--- config.mk ---
export PLATFORM = sky130hd
export DESIGN_NAME = booth_mul_arbiter
export DESIGN_NICKNAME = d
export VERILOG_FILES = /design/src/rtl/booth_mul_arbiter.sv
export SDC_FILE = /design/constraint.sdc
export NUM_CORES = 1
export LEC_CHECK = 0
export BUFFER_PORTS_ARGS = -buffer_cell sky130_fd_sc_hd__buf_2
export CORE_MARGIN = 2
export CORE_UTILIZATION = 42
export CTS_CLUSTER_DIAMETER = 30
export CTS_CLUSTER_SIZE = 28
export DETAILED_ROUTE_END_ITERATION = 8
export GPL_TIMING_DRIVEN = 0
export PLACE_DENSITY_LB_ADDON = 0.12
export SLEW_MARGIN = 20
export SYNTH_ARGS = -nofsm -noshare
export SYNTH_HDL_FRONTEND = slang
export SYNTH_SLANG_ARGS = --single-unit
--- constraint.sdc ---
create_clock -name clk -period 1.8 [get_ports clk]
set_input_delay 0.09 -clock clk [delete_from_list [all_inputs] [get_ports clk]]
set_output_delay 0.09 -clock clk [all_outputs]
set_load 0.05 [all_outputs]
--- src/rtl/booth_mul_arbiter.sv ---
// booth_mul_arbiter: round-robin two-port front end that sequences the serial Booth core's start/data protocol
module booth_mul_arbiter #(
  parameter int WIDTH   = 8,
  parameter int M_HOLD  = 3,
  parameter int TIMEOUT = 64
) (
  input  logic               clk,
  input  logic               rst_n,
  input  logic               req0,
  input  logic               req1,
  input  logic [WIDTH-1:0]   a0,
  input  logic [WIDTH-1:0]   a1,
  input  logic [WIDTH-1:0]   b0,
  input  logic [WIDTH-1:0]   b1,
  output logic               ack0,
  output logic               ack1,
  output logic [2*WIDTH-1:0] result,
  output logic               result_valid,
  output logic               result_id,
  output logic               result_err,
  output logic               busy,
  output logic               mul_start,
  output logic [WIDTH-1:0]   mul_data,
  input  logic               mul_done,
  input  logic [2*WIDTH-1:0] mul_product
);
  localparam int CW = $clog2(TIMEOUT + M_HOLD) + 1;
  typedef enum logic [2:0] {IDLE, LOAD_M, LOAD_Q, RESP, GAP} state_t;
  state_t             state_q;
  logic [CW-1:0]      cnt_q;
  logic [WIDTH-1:0]   b_q;
  logic               id_q;
  logic               last_q;
  logic               gnt1;
  logic               idle;
  logic [2*WIDTH-1:0] result_q;
  logic               valid_q;
  logic               rid_q;
  logic               err_q;
  logic               busy_q;
  logic               start_q;
  logic [WIDTH-1:0]   data_q;
  // on a tie requester 1 wins only if 0 was served last
  assign gnt1 = req1 & (~req0 | ~last_q);
  assign idle = rst_n & (state_q == IDLE);
  assign ack1 = idle & gnt1;
  assign ack0 = idle & req0 & ~gnt1;
  assign result       = result_q;
  assign result_valid = valid_q;
  assign result_id    = rid_q;
  assign result_err   = err_q;
  assign busy         = busy_q;
  assign mul_start    = start_q;
  assign mul_data     = data_q;
  always_ff @(posedge clk) begin
    if (!rst_n) begin
      state_q  <= IDLE;
      cnt_q    <= '0;
      b_q      <= '0;
      id_q     <= 1'b0;
      last_q   <= 1'b1;
      result_q <= '0;
      valid_q  <= 1'b0;
      rid_q    <= 1'b0;
      err_q    <= 1'b0;
      busy_q   <= 1'b0;
      start_q  <= 1'b0;
      data_q   <= '0;
    end else begin
      case (state_q)
        IDLE: if (ack0 | ack1) begin
          b_q     <= gnt1 ? b1 : b0;
          id_q    <= gnt1;
          cnt_q   <= '0;
          start_q <= 1'b1;
          data_q  <= gnt1 ? a1 : a0;
          busy_q  <= 1'b1;
          state_q <= LOAD_M;
        end
        LOAD_M: if (cnt_q == CW'(M_HOLD - 1)) begin
          cnt_q   <= '0;
          data_q  <= b_q;
          state_q <= LOAD_Q;
        end else cnt_q <= cnt_q + CW'(1);
        // done takes priority over a coincident timeout
        LOAD_Q: if (mul_done || cnt_q == CW'(TIMEOUT - 1)) begin
          start_q  <= 1'b0;
          data_q   <= '0;
          result_q <= mul_done ? mul_product : '0;
          err_q    <= ~mul_done;
          rid_q    <= id_q;
          valid_q  <= 1'b1;
          state_q  <= RESP;
        end else cnt_q <= cnt_q + CW'(1);
        RESP: begin
          valid_q <= 1'b0;
          last_q  <= id_q;
          state_q <= GAP;
        end
        GAP: begin
          busy_q  <= 1'b0;
          state_q <= IDLE;
        end
        default: state_q <= IDLE;
      endcase
    end
  end
endmodule

==> Flow_metrics.wiki, run 1 <==
{| class="wikitable"
! Metric !! Value
|-
| Sequential element share of the synthesized area || 0.423
|-
| Startpoint of the most critical setup path || state_q[1]
|-
| Share of cells above drive strength 1 || 0.369
|-
| Insertion delay to the later sink of the worst-skew pair || 0.29 ns
|-
| Crit path to || cnt_q[3]
|-
| Main synth FF type || sky130_fd_sc_hd__dfxtp_1
|-
| Die Outline Area || 6250 sq um
|-
| Required time of the worst setup path || 1.97 ns
|-
| Final RePlAce weighted congestion || 0.828
|-
| Number of nets in the layout || 409
|-
| Most numerous cell types in the synthesized netlist || sky130_fd_sc_hd__dfxtp_1, sky130_fd_sc_hd__nand2_1, sky130_fd_sc_hd__mux2i_1, sky130_fd_sc_hd__nor2_1, sky130_fd_sc_hd__a22o_1
|-
| Result of the run || complete, but fails checks
|-
| Vias in the first global route || 2166
|-
| Syn_nets || 305
|-
| Cell count after synthesis || 250
|-
| Arrival time at the worst endpoint || 1.98 ns
|-
| Top-level port count || 84
|-
| Critical path endpoint category || flop
|-
| Pin count of the biggest net entering global routing || 20
|-
| Final worst path period share || 1.01
|-
| Critical register-to-register path startpoint || state_q[1]
|-
| Placeable core area || 5470 sq um
|-
| Relative area change from synthesis to final layout || 35.2%
|-
| Worst-case clock skew || 0.00320 ns
|-
| Max cap viols || 0
|-
| Number of distinct standard cells referenced by the synthesized netlist || 46
|-
| Detailed-router iteration count before antenna repair || 4
|-
| Placed instance count || 405
|-
| Total clock sinks || 50
|-
| Hold crit path type || in -> reg
|-
| Die Y-Extent || 79.1 um
|-
| Clock edge transition at the registers on the reported setup and hold paths || 0.09 ns
|-
| Setup violations, final || 1
|-
| Post-layout worst setup margin || -0.00942 ns
|-
| Slew Limit Fails || 0
|-
| Worst slack, placed || -0.335 ns
|-
| Fin. Hold Viols || 0
|-
| Cell at the root of the clock tree || sky130_fd_sc_hd__clkbuf_8
|-
| Main combinational cell family by area after synthesis || compound AO/OA/AOI/OAI gates
|-
| Total grt overflow || 0
|-
| Area share of and/or/nand/nor cells after synthesis || 0.180
|-
| Maximum level of the CTS H-tree || 2
|-
| Number of rows in the core area || 27
|-
| DRT antenna net count || 0
|-
| Die width || 79.1 um
|-
| Share of async-settable or async-resettable flops after synthesis || 0
|-
| FILL cells || 530
|-
| Port buffer count || 83
|-
| Leakage power figure || 1.44 nW
|-
| Mapped Area || 2370 sq um
|-
| Reg-to-reg slack, setup || -0.009 ns
|-
| Share of the synthesized area in the top cell type || 0.423
|-
| Worst-case reg-to-reg path depth || 5
|-
| Actual slew at the worst max-slew pin || 0.556 ns
|-
| Cell Pwr Density || 1000 nW/um^2
|-
| End of the worst register-to-register path || cnt_q[3]
|-
| GR Util All Layers || 0.190
|-
| Xor/xnor cell area share of the yosys netlist || 0.00370
|-
| Mean cell area of the mapped netlist || 9.46 sq um
|-
| FMAX || 553 MHz
|-
| Critical path fanouts, max || 7
|-
| Mean routed wirelength per cell || 13.8 um
|-
| Aggregate routed wire length || 5.90 mm
|-
| Final Critical Period || 1.81 ns
|-
| Initial antenna violation count || 0
|-
| Number of buffers created by CTS || 5
|-
| Vias after detailed routing || 2243
|-
| Number of synthesized register bits || 50
|-
| Critical Path Source Type || flop
|-
| Library cell occupying the most area in the post-synthesis netlist || sky130_fd_sc_hd__dfxtp_1
|-
| Setup TNS after final layout || -0.00942 ns
|-
| VDD IR-drop max || 741 uV
|-
| CTS tree || done
|-
| DRC errors left || 0
|-
| Number of enable flip-flop cells after synthesis || 0
|-
| Post-synthesis adder-cell area fraction || 0.0106
|-
| Ranking of synthesized cells by area || sky130_fd_sc_hd__dfxtp_1, sky130_fd_sc_hd__mux2i_1, sky130_fd_sc_hd__a22o_1
|-
| Yosys warning total || 0
|-
| Post-synthesis mux area share || 0.106
|-
| Cell Count, Final, Fillers Out || 427
|-
| Fraction of the mapped netlist area in compound gates || 0.228
|-
| Via density || 5.25
|-
| Wire length of the first global-routing pass || 9.60 mm
|-
| Starting utilization of the core area || 0.432
|-
| Setup repair after global routing missed its margin || true
|-
| Maximum count of clock buffers along a single path || 2
|-
| Most repeated cell in the gate-level netlist after synthesis || sky130_fd_sc_hd__dfxtp_1
|-
| Antenna diode instance count || 0
|-
| Failing checks || setup timing
|-
| DP HPWL || 4.16 mm
|-
| 1st-iter DRT viols || 112
|-
| Type of the worst setup path || reg -> reg
|-
| Tightest slew margin relative to the limit || 0.629
|}
[registers in the layout (all words and copies together), names as in the netlist]
| signal | cells |
|---|---|
| result | 16 |
| b_q | 8 |
| cnt_q | 8 |
| mul_data | 8 |
| state_q | 3 |
| busy | 1 |
| id_q | 1 |
| last_q | 1 |
| mul_start | 1 |
| result_err | 1 |
| result_id | 1 |
| result_valid | 1 |
[logic make-up (layout without fill, tap and decap cells)]
logic type | after synthesis | count (layout)
AOI/OAI and AO/OA | 67 | 67
xor gates and xnor gates | 1 | 1
adders and majority gates | 2 | 2
buffers and inverters | 21 | 126
DFF | 50 | 50
muxes | 25 | 25
and+or+nand+nor | 84 | 84
[critical path, cell delays in order, from the launching register on]
cell and delay, ns:
sky130_fd_sc_hd__dfxtp_4 0.39, sky130_fd_sc_hd__or3b_4 0.38, sky130_fd_sc_hd__a311o_1 0.36, sky130_fd_sc_hd__buf_6 0.15, sky130_fd_sc_hd__a221oi_1 0.28, sky130_fd_sc_hd__o22ai_1 0.13
[where the power goes]
group          switching (mW)  internal (mW)
clock network           0.354          0.311
registers              0.0838           1.24
logic                   0.765          0.450
total                    1.20           2.00
[per-stage QoR]
step | power (mW) | hold WS [ns] | util | area [sq um]
6_report | 3.21 | 0.00509 | 0.585 | 3200
5_1_grt | 3.38 | 0.00229 | 0.585 | 3200
4_1_cts | 3.17 | 0.000828 | 0.570 | 3120
3_5_place_dp | 2.46 | 0.301 | 0.527 | 2880
3_3_place_gp | 2.45 | 0.299 | 0.527 | 2880
2_1_floorplan | 2.18 | 0.187 | - | 2380
[area by class of cell]
cell class                      instances  area (sq um)  share of cell area
Inverter                                3          11.3             0.00352
Tap cell                               72          90.1              0.0282
Multi-Input combinational cell        179          1330               0.415
Clock inverter                          1          5.00             0.00156
Sequential cell                        50          1010               0.317
Buffer                                 13          81.3              0.0254
Clock buffer                            7          86.3              0.0270
Timing Repair Buffer                  102           582               0.182
[layer usage]
metal / track usage / wire length, um / share of wire
met5: 0 / 0 / 0
met1: 0.249 / 2740 / 0.46
met4: 0.0517 / 42 / 0.0071
met2: 0.321 / 2860 / 0.48
met3: 0.0341 / 259 / 0.044
[repair_timing]
item | 4_1_cts | 5_1_grt
endpoints found under the hold margin | 6 | 2
setup buffers | 6 | 5
pin swaps | 3 | 5
setup endpoints to repair | 29 | 31
gates resized for setup | 11 | 16
hold buffers | 6 | 2
[worst min-delay path by stage]
stage | start | end | slack [ns] | cells after the start
2_1_floorplan | mul_done | result_err | 0.19 | 1
3_3_place_gp | mul_product[4] | result[4] | 0.30 | 2
3_5_place_dp | mul_product[5] | result[5] | 0.30 | 2
4_1_cts | mul_product[3] | result[3] | 0.0008 | 2
5_1_grt | mul_product[6] | result[6] | 0.002 | 2
6_report | mul_product[3] | result[3] | 0.005 | 2
[cells in the final DEF (no fill, tap or decap), types with 2 or more instances in the layout]
cell type                       count
sky130_fd_sc_hd__a211o_1            9
sky130_fd_sc_hd__a211oi_1          14
sky130_fd_sc_hd__a21oi_1            4
sky130_fd_sc_hd__a21oi_4            2
sky130_fd_sc_hd__a22o_1            16
sky130_fd_sc_hd__and2_1             3
sky130_fd_sc_hd__and3_1             3
sky130_fd_sc_hd__buf_2             84
sky130_fd_sc_hd__buf_4             15
sky130_fd_sc_hd__buf_6              2
sky130_fd_sc_hd__clkbuf_1           4
sky130_fd_sc_hd__clkbuf_8           6
sky130_fd_sc_hd__dfxtp_1           45
sky130_fd_sc_hd__dfxtp_2            2
sky130_fd_sc_hd__dfxtp_4            3
sky130_fd_sc_hd__dlygate4sd3_1      8
sky130_fd_sc_hd__inv_1              3
sky130_fd_sc_hd__mux2i_1           25
sky130_fd_sc_hd__nand2_1           26
sky130_fd_sc_hd__nand3_1            4
sky130_fd_sc_hd__nand4_1            4
sky130_fd_sc_hd__nor2_1            25
sky130_fd_sc_hd__nor3_1             2
sky130_fd_sc_hd__o2111ai_1          3
sky130_fd_sc_hd__o211ai_1           3
sky130_fd_sc_hd__o22ai_1            5
sky130_fd_sc_hd__or3_1              5
Power figures use the tool's default switching activity.
==> run 2, diff against run 1 <==
Settings changed: CORE_ASPECT_RATIO set to 0.9, CTS_CLUSTER_SIZE 28 to unset.
==> run 2 against run 1 <==
Compared with the run above: the flow now finishes without violations; via count up 3.4%; clock power is 1% higher; first-iteration DRC count up 26%; global-route usage grew 0.54 points; combinational power is essentially flat; count of clock-buffer cells in the layout stayed put; sequential power hardly changed; sequential share of layout area down 0.79 points; clock skew increased by 0.0085 ns; non-clock buffer count increased by 8; wire length rose by 3.6%.
==> Flow_metrics.wiki, run 2 (same netlist as run 1, synthesis figures left out) <==
{| class="wikitable"
! Metric !! Value
|-
| Via density || 5.39
|-
| Reported net switching power || 1.21 mW
|-
| Setup repair after global routing missed its margin || true
|-
| Vias in the first global route || 2042
|-
| Area used by sequential logic in the layout || 1010 sq um
|-
| 1st-iter DRT viols || 141
|-
| Antenna diode instance count || 0
|-
| Maximum level of the CTS H-tree || 2
|-
| Crit path to || ack0
|-
| Detailed-router iteration count before antenna repair || 4
|-
| Required time of the worst setup path || 1.71 ns
|-
| Vias after detailed routing || 2319
|-
| Critical path fanouts, max || 6
|-
| Family of cells with the greatest summed delay on the critical path || simple AND/OR/NAND/NOR gates
|-
| Total clock sinks || 50
|-
| Initial antenna violation count || 0
|-
| Total number of cells along the worst setup path || 3
|-
| Die width || 83.1 um
|-
| Delay of the slowest critical-path stage || 0.58 ns
|-
| Cell at the root of the clock tree || sky130_fd_sc_hd__clkbuf_8
|-
| Critical path endpoint category || output pin
|-
| Tightest slew margin relative to the limit || 0.652
|-
| Worst slack, placed || -0.361 ns
|-
| Setup violations, final || 0
|-
| DRT antenna net count || 0
|-
| Clock power share || 0.209
|-
| Total grt overflow || 0
|-
| DP HPWL || 4.31 mm
|-
| Switching power as a share of total power || 0.375
|-
| Pin count of the biggest net entering global routing || 20
|-
| Most common cell after layout, fill and taps aside || sky130_fd_sc_hd__buf_2
|-
| Fin. Hold Viols || 0
|-
| Port buffer count || 83
|-
| Commonest cells after routing, fill and taps aside || sky130_fd_sc_hd__buf_2, sky130_fd_sc_hd__dfxtp_1, sky130_fd_sc_hd__nand2_1, sky130_fd_sc_hd__nor2_1, sky130_fd_sc_hd__mux2i_1
|-
| Cell breakdown of the critical path || or4b_4 -> nor3b_4 -> buf_6
|-
| End of the worst register-to-register path || mul_start
|-
| Maximum count of clock buffers along a single path || 2
|-
| Critical Path Source Type || flop
|-
| GR Util All Layers || 0.195
|-
| Proportion of power drawn by combinational gates || 0.378
|-
| Critical register-to-register path startpoint || state_q[2]
|-
| Top-level port count || 84
|-
| Slew Limit Fails || 0
|-
| Clock edge transition at the registers on the reported setup and hold paths || 0.09 ns
|-
| Post-layout worst setup margin || 0.0253 ns
|-
| Number of buffers created by CTS || 5
|-
| Cell Pwr Density || 982 nW/um^2
|-
| Actual slew at the worst max-slew pin || 0.519 ns
|-
| Met1 usage || 0.275
|-
| DRC errors left || 0
|-
| Multi-input gate area in the final layout || 1340 sq um
|-
| Internal power || 2.01 mW
|-
| Flip-flop count of the largest register after layout || 16
|-
| Aggregate routed wire length || 6.11 mm
|-
| Slowest cell on the critical path || sky130_fd_sc_hd__or4b_4
|-
| FILL cells || 495
|-
| Number of nets in the layout || 417
|-
| Met2 global-route usage || 0.304
|-
| Startpoint of the most critical setup path || state_q[2]
|-
| Die Y-Extent || 75.2 um
|-
| GR peak layer || met2
|-
| Worst-case reg-to-reg path depth || 6
|-
| Final worst path period share || 0.986
|-
| Final Critical Period || 1.77 ns
|-
| Final RePlAce weighted congestion || 0.816
|-
| CTS tree || done
|-
| Hold crit path type || in -> reg
|-
| FMAX || 563 MHz
|-
| Share of cells above drive strength 1 || 0.366
|-
| Reg-to-reg slack, setup || 0.03 ns
|-
| Leakage power figure || 1.47 nW
|-
| Max cap viols || 0
|-
| Type of the worst setup path || reg -> out
|-
| VDD IR-drop max || 513 uV
|-
| Met3 global-route usage || 0.0461
|-
| Placeable core area || 5350 sq um
|-
| CP bufs+invs || 1
|-
| Mean routed wirelength per cell || 14.2 um
|-
| Number of rows in the core area || 25
|-
| Arrival time at the worst endpoint || 1.68 ns
|-
| Result of the run || completed
|-
| Proportion of power drawn by flip-flops and latches || 0.413
|-
| Insertion delay to the later sink of the worst-skew pair || 0.30 ns
|-
| Worst-case clock skew || 0.0117 ns
|-
| Worst Hold Slack || 0.0317 ns
|-
| Die Outline Area || 6250 sq um
|-
| Relative area change from synthesis to final layout || 38.7%
|-
| Wire length of the first global-routing pass || 9.82 mm
|-
| Starting utilization of the core area || 0.442
|}
-- run 2: cell count changes in the layout (fill, tap and decap cells not counted), sizes merged --
cell | previous run | this run
dlygate4sd3 | 8 | 16
-- run 2: timing repair --
item,CTS,global route
setup buffers,6,5
setup endpoints to repair,29,32
resized for setup,16,13
hold buffers,16,0
endpoints found under the hold margin,16,0
pin swaps,5,5
-- run 2: metal layers --
layer  up-vias  share of wire  wire, um
met5         -              0         0
met4         0         0.0062        38
met3         4          0.055       334
met2        83           0.46      2810
met1      1072           0.48      2930
li1       1160              -         -
-- run 2: how the worst min path moves through the flow --
stage	slack [ns]	end	from	cells after the start
2_1_floorplan	0.19	result_err	mul_done	1
3_3_place_gp	0.30	result[13]	mul_product[13]	2
3_5_place_dp	0.30	result[4]	mul_product[4]	2
4_1_cts	0.01	result_err	mul_done	2
5_1_grt	0.04	result_err	mul_done	2
6_report	0.03	result_err	mul_done	2
-- run 2: final cells by class --
class	instances	share of cell area
plain buffers	13	0.0240
clock buffers	7	0.0263
clock inverters	1	0.00153
inverters	3	0.00343
multi-input cells	179	0.407
flip-flops and latches	50	0.309
well taps	67	0.0256
repair buffers	110	0.203
-- run 2: stage by stage --
step / std cells / setup TNS, ns / util / cell area (sq um) / power, mW
detailed placement: 400 / -4.05 / 0.538 / 2880 / 2.46
global placement: 400 / -3.72 / 0.538 / 2880 / 2.45
CTS: 429 / -0.0482 / 0.606 / 3240 / 3.22
finish: 430 / 0 / 0.613 / 3280 / 3.22
floorplan: 250 / 0 / - / 2380 / 2.18
global route: 430 / -0.415 / 0.613 / 3280 / 3.39
-- run 2: power by group through the flow --
stage / combinational [mW] / sequential [mW] / clock [mW]
2_1_floorplan: 0.587 / 1.59 / 0
3_3_place_gp: 1.12 / 1.33 / 0
3_5_place_dp: 1.13 / 1.33 / 0
4_1_cts: 1.22 / 1.31 / 0.691
5_1_grt: 1.31 / 1.35 / 0.733
6_report: 1.22 / 1.33 / 0.673
==> run 3, diff against run 2 <==
Settings changed: CTS_BUF_LIST set to sky130_fd_sc_hd__clkbuf_8.
==> run 3 against run 2 <==
Compared with the run above: sequential power barely moved; maximum frequency fell by 0.35%; setup slack got worse by 0.0062 ns; highest routed layer unchanged.
==> Flow_metrics.wiki, run 3 (same netlist as run 1, synthesis figures left out) <==
{| class="wikitable"
! Metric !! Value
|-
| Placeable core area || 5350 sq um
|-
| Final Critical Period || 1.78 ns
|-
| Post-detailed-placement cell area || 2880 sq um
|-
| Worst Hold Slack || 0.0264 ns
|-
| Met1 routed wirelength after detailed routing || 2.89 mm
|-
| Cell Pwr Density || 981 nW/um^2
|-
| Antenna diode instance count || 0
|-
| Port buffer count || 83
|-
| Max cap viols || 0
|-
| Critical register-to-register path startpoint || state_q[2]
|-
| Worst slack, placed || -0.361 ns
|-
| Starting utilization of the core area || 0.442
|-
| Die Y-Extent || 75.2 um
|-
| VDD IR-drop max || 513 uV
|-
| Initial antenna violation count || 0
|-
| Maximum level of the CTS H-tree || 2
|-
| Most common cell after layout, fill and taps aside || sky130_fd_sc_hd__buf_2
|-
| Arrival time at the worst endpoint || 1.69 ns
|-
| Final worst path period share || 0.989
|-
| Number of buffers created by CTS || 5
|-
| Total clock sinks || 50
|-
| Die Outline Area || 6250 sq um
|-
| Die width || 83.1 um
|-
| Leakage power figure || 1.48 nW
|-
| Fin. Hold Viols || 0
|-
| DP HPWL || 4.31 mm
|-
| Relative area change from synthesis to final layout || 38.7%
|-
| Post-route cell area || 3280 sq um
|-
| Cell at the root of the clock tree || sky130_fd_sc_hd__clkbuf_8
|-
| Flip-flop count of the largest register after layout || 16
|-
| Placed instance count || 400
|-
| Worst hold path depth || 2
|-
| Post-layout worst setup margin || 0.0192 ns
|-
| Maximum count of clock buffers along a single path || 2
|-
| Top routing layer used || met4
|-
| DRC errors left || 0
|-
| FMAX || 562 MHz
|-
| 1st-iter DRT viols || 145
|-
| Setup repair after global routing missed its margin || true
|-
| Tightest slew margin relative to the limit || 0.641
|-
| Cell Count, Final, Fillers Out || 430
|-
| FILL cells || 495
|-
| Vias in the first global route || 2042
|-
| CTS tree || done
|-
| End of the worst register-to-register path || cnt_q[1]
|-
| Number of rows in the core area || 25
|-
| Critical path fanouts, max || 6
|-
| Slew Limit Fails || 0
|-
| Critical Path Source Type || flop
|-
| Required time of the worst setup path || 1.71 ns
|-
| Startpoint of the lowest-slack hold path || mul_done
|-
| Total grt overflow || 0
|-
| Vias after detailed routing || 2325
|-
| Hold crit path type || in -> reg
|-
| Result of the run || completed
|-
| Aggregate routed wire length || 6.10 mm
|-
| Actual slew at the worst max-slew pin || 0.539 ns
|-
| Wire length of the first global-routing pass || 9.82 mm
|-
| Final RePlAce weighted congestion || 0.816
|-
| Mean routed wirelength per cell || 14.2 um
|-
| Total power || 3.22 mW
|-
| Detailed-router iteration count before antenna repair || 5
|-
| End point of the most critical hold path || result_err
|-
| Number of nets in the layout || 417
|-
| Setup violations, final || 0
|-
| DRT antenna net count || 0
|-
| Commonest cells after routing, fill and taps aside || sky130_fd_sc_hd__buf_2, sky130_fd_sc_hd__dfxtp_1, sky130_fd_sc_hd__nand2_1, sky130_fd_sc_hd__nor2_1, sky130_fd_sc_hd__mux2i_1
|-
| Type of the worst setup path || reg -> out
|-
| Critical path endpoint category || output pin
|-
| Pin count of the biggest net entering global routing || 20
|-
| Share of cells above drive strength 1 || 0.366
|-
| Met3 wirelength from detailed routing || 361 um
|-
| Worst-case clock skew || 0.0108 ns
|-
| Via density || 5.41
|-
| Metal2 WL || 2.78 mm
|-
| Insertion delay to the later sink of the worst-skew pair || 0.31 ns
|-
| Worst-case reg-to-reg path depth || 5
|-
| Top-level port count || 84
|-
| Clock edge transition at the registers on the reported setup and hold paths || 0.09 ns
|-
| Reg-to-reg slack, setup || 0.03 ns
|-
| GR Util All Layers || 0.195
|}
-- run 3: changes by cell type in the layout (fill, tap and decap cells not counted), sizes merged --
| cell | change |
|---|---|
| clkbuf | -1 |
| inv | +1 |
-- run 3: metal layers --
layer | GRT usage | vias up
met1 | 0.275 | 1080
met2 | 0.304 | 76
met4 | 0.0546 | 0
li1 | - | 1160
met5 | 0 | -
met3 | 0.0461 | 9
-- run 3: worst max-delay path by stage --
stage               startpoint           to  depth (start not counted)  slack, ns
finish              state_q[2]         ack0                          3       0.02
floorplan           state_q[2]         id_q                          4      0.008
global placement      cnt_q[1]     cnt_q[0]                          5      -0.36
CTS                 state_q[1]         ack0                          4      -0.05
detailed placement    cnt_q[1]     cnt_q[6]                          5      -0.36
global route        state_q[1]  mul_data[4]                          5      -0.05
-- run 3: worst max-delay path, cell delays in order (launching register included) --
cell	delay [ns]
sky130_fd_sc_hd__dfxtp_4	0.38
sky130_fd_sc_hd__or4b_4	0.58
sky130_fd_sc_hd__nor3b_4	0.24
sky130_fd_sc_hd__buf_6	0.18
-- run 3: final cells by class --
class                           instances  area (sq um)  area share
Multi-Input combinational cell        179          1340       0.407
Sequential cell                        50          1010       0.309
Timing Repair Buffer                  110           664       0.203
Tap cell                               67          83.8      0.0256
Clock buffer                            6          82.6      0.0252
Buffer                                 13          78.8      0.0240
Inverter                                3          11.3     0.00343
Clock inverter                          2          8.76     0.00267
-- run 3: per-stage QoR --
| stage | TNS [ns] | utilization |
|---|---|---|
| 3_5_place_dp | -4.05 | 0.538 |
| 3_3_place_gp | -3.72 | 0.538 |
| 2_1_floorplan | 0 | - |
| 5_1_grt | -0.410 | 0.613 |
| 6_report | 0 | 0.613 |
| 4_1_cts | -0.0482 | 0.606 |
-- run 3: timing repair --
item                       CTS  global route
setup endpoints to repair   29            32
resized for setup           16            13
hold endpoints to repair    16             0
buffers inserted             6             5
pin swaps                    5             5
hold buffers                16             0
-- run 3: power by group --
group / internal (mW) / switching (mW) / total (mW)
clock network: 0.305 / 0.364 / 0.669
registers: 1.24 / 0.0910 / 1.33
logic: 0.460 / 0.756 / 1.22
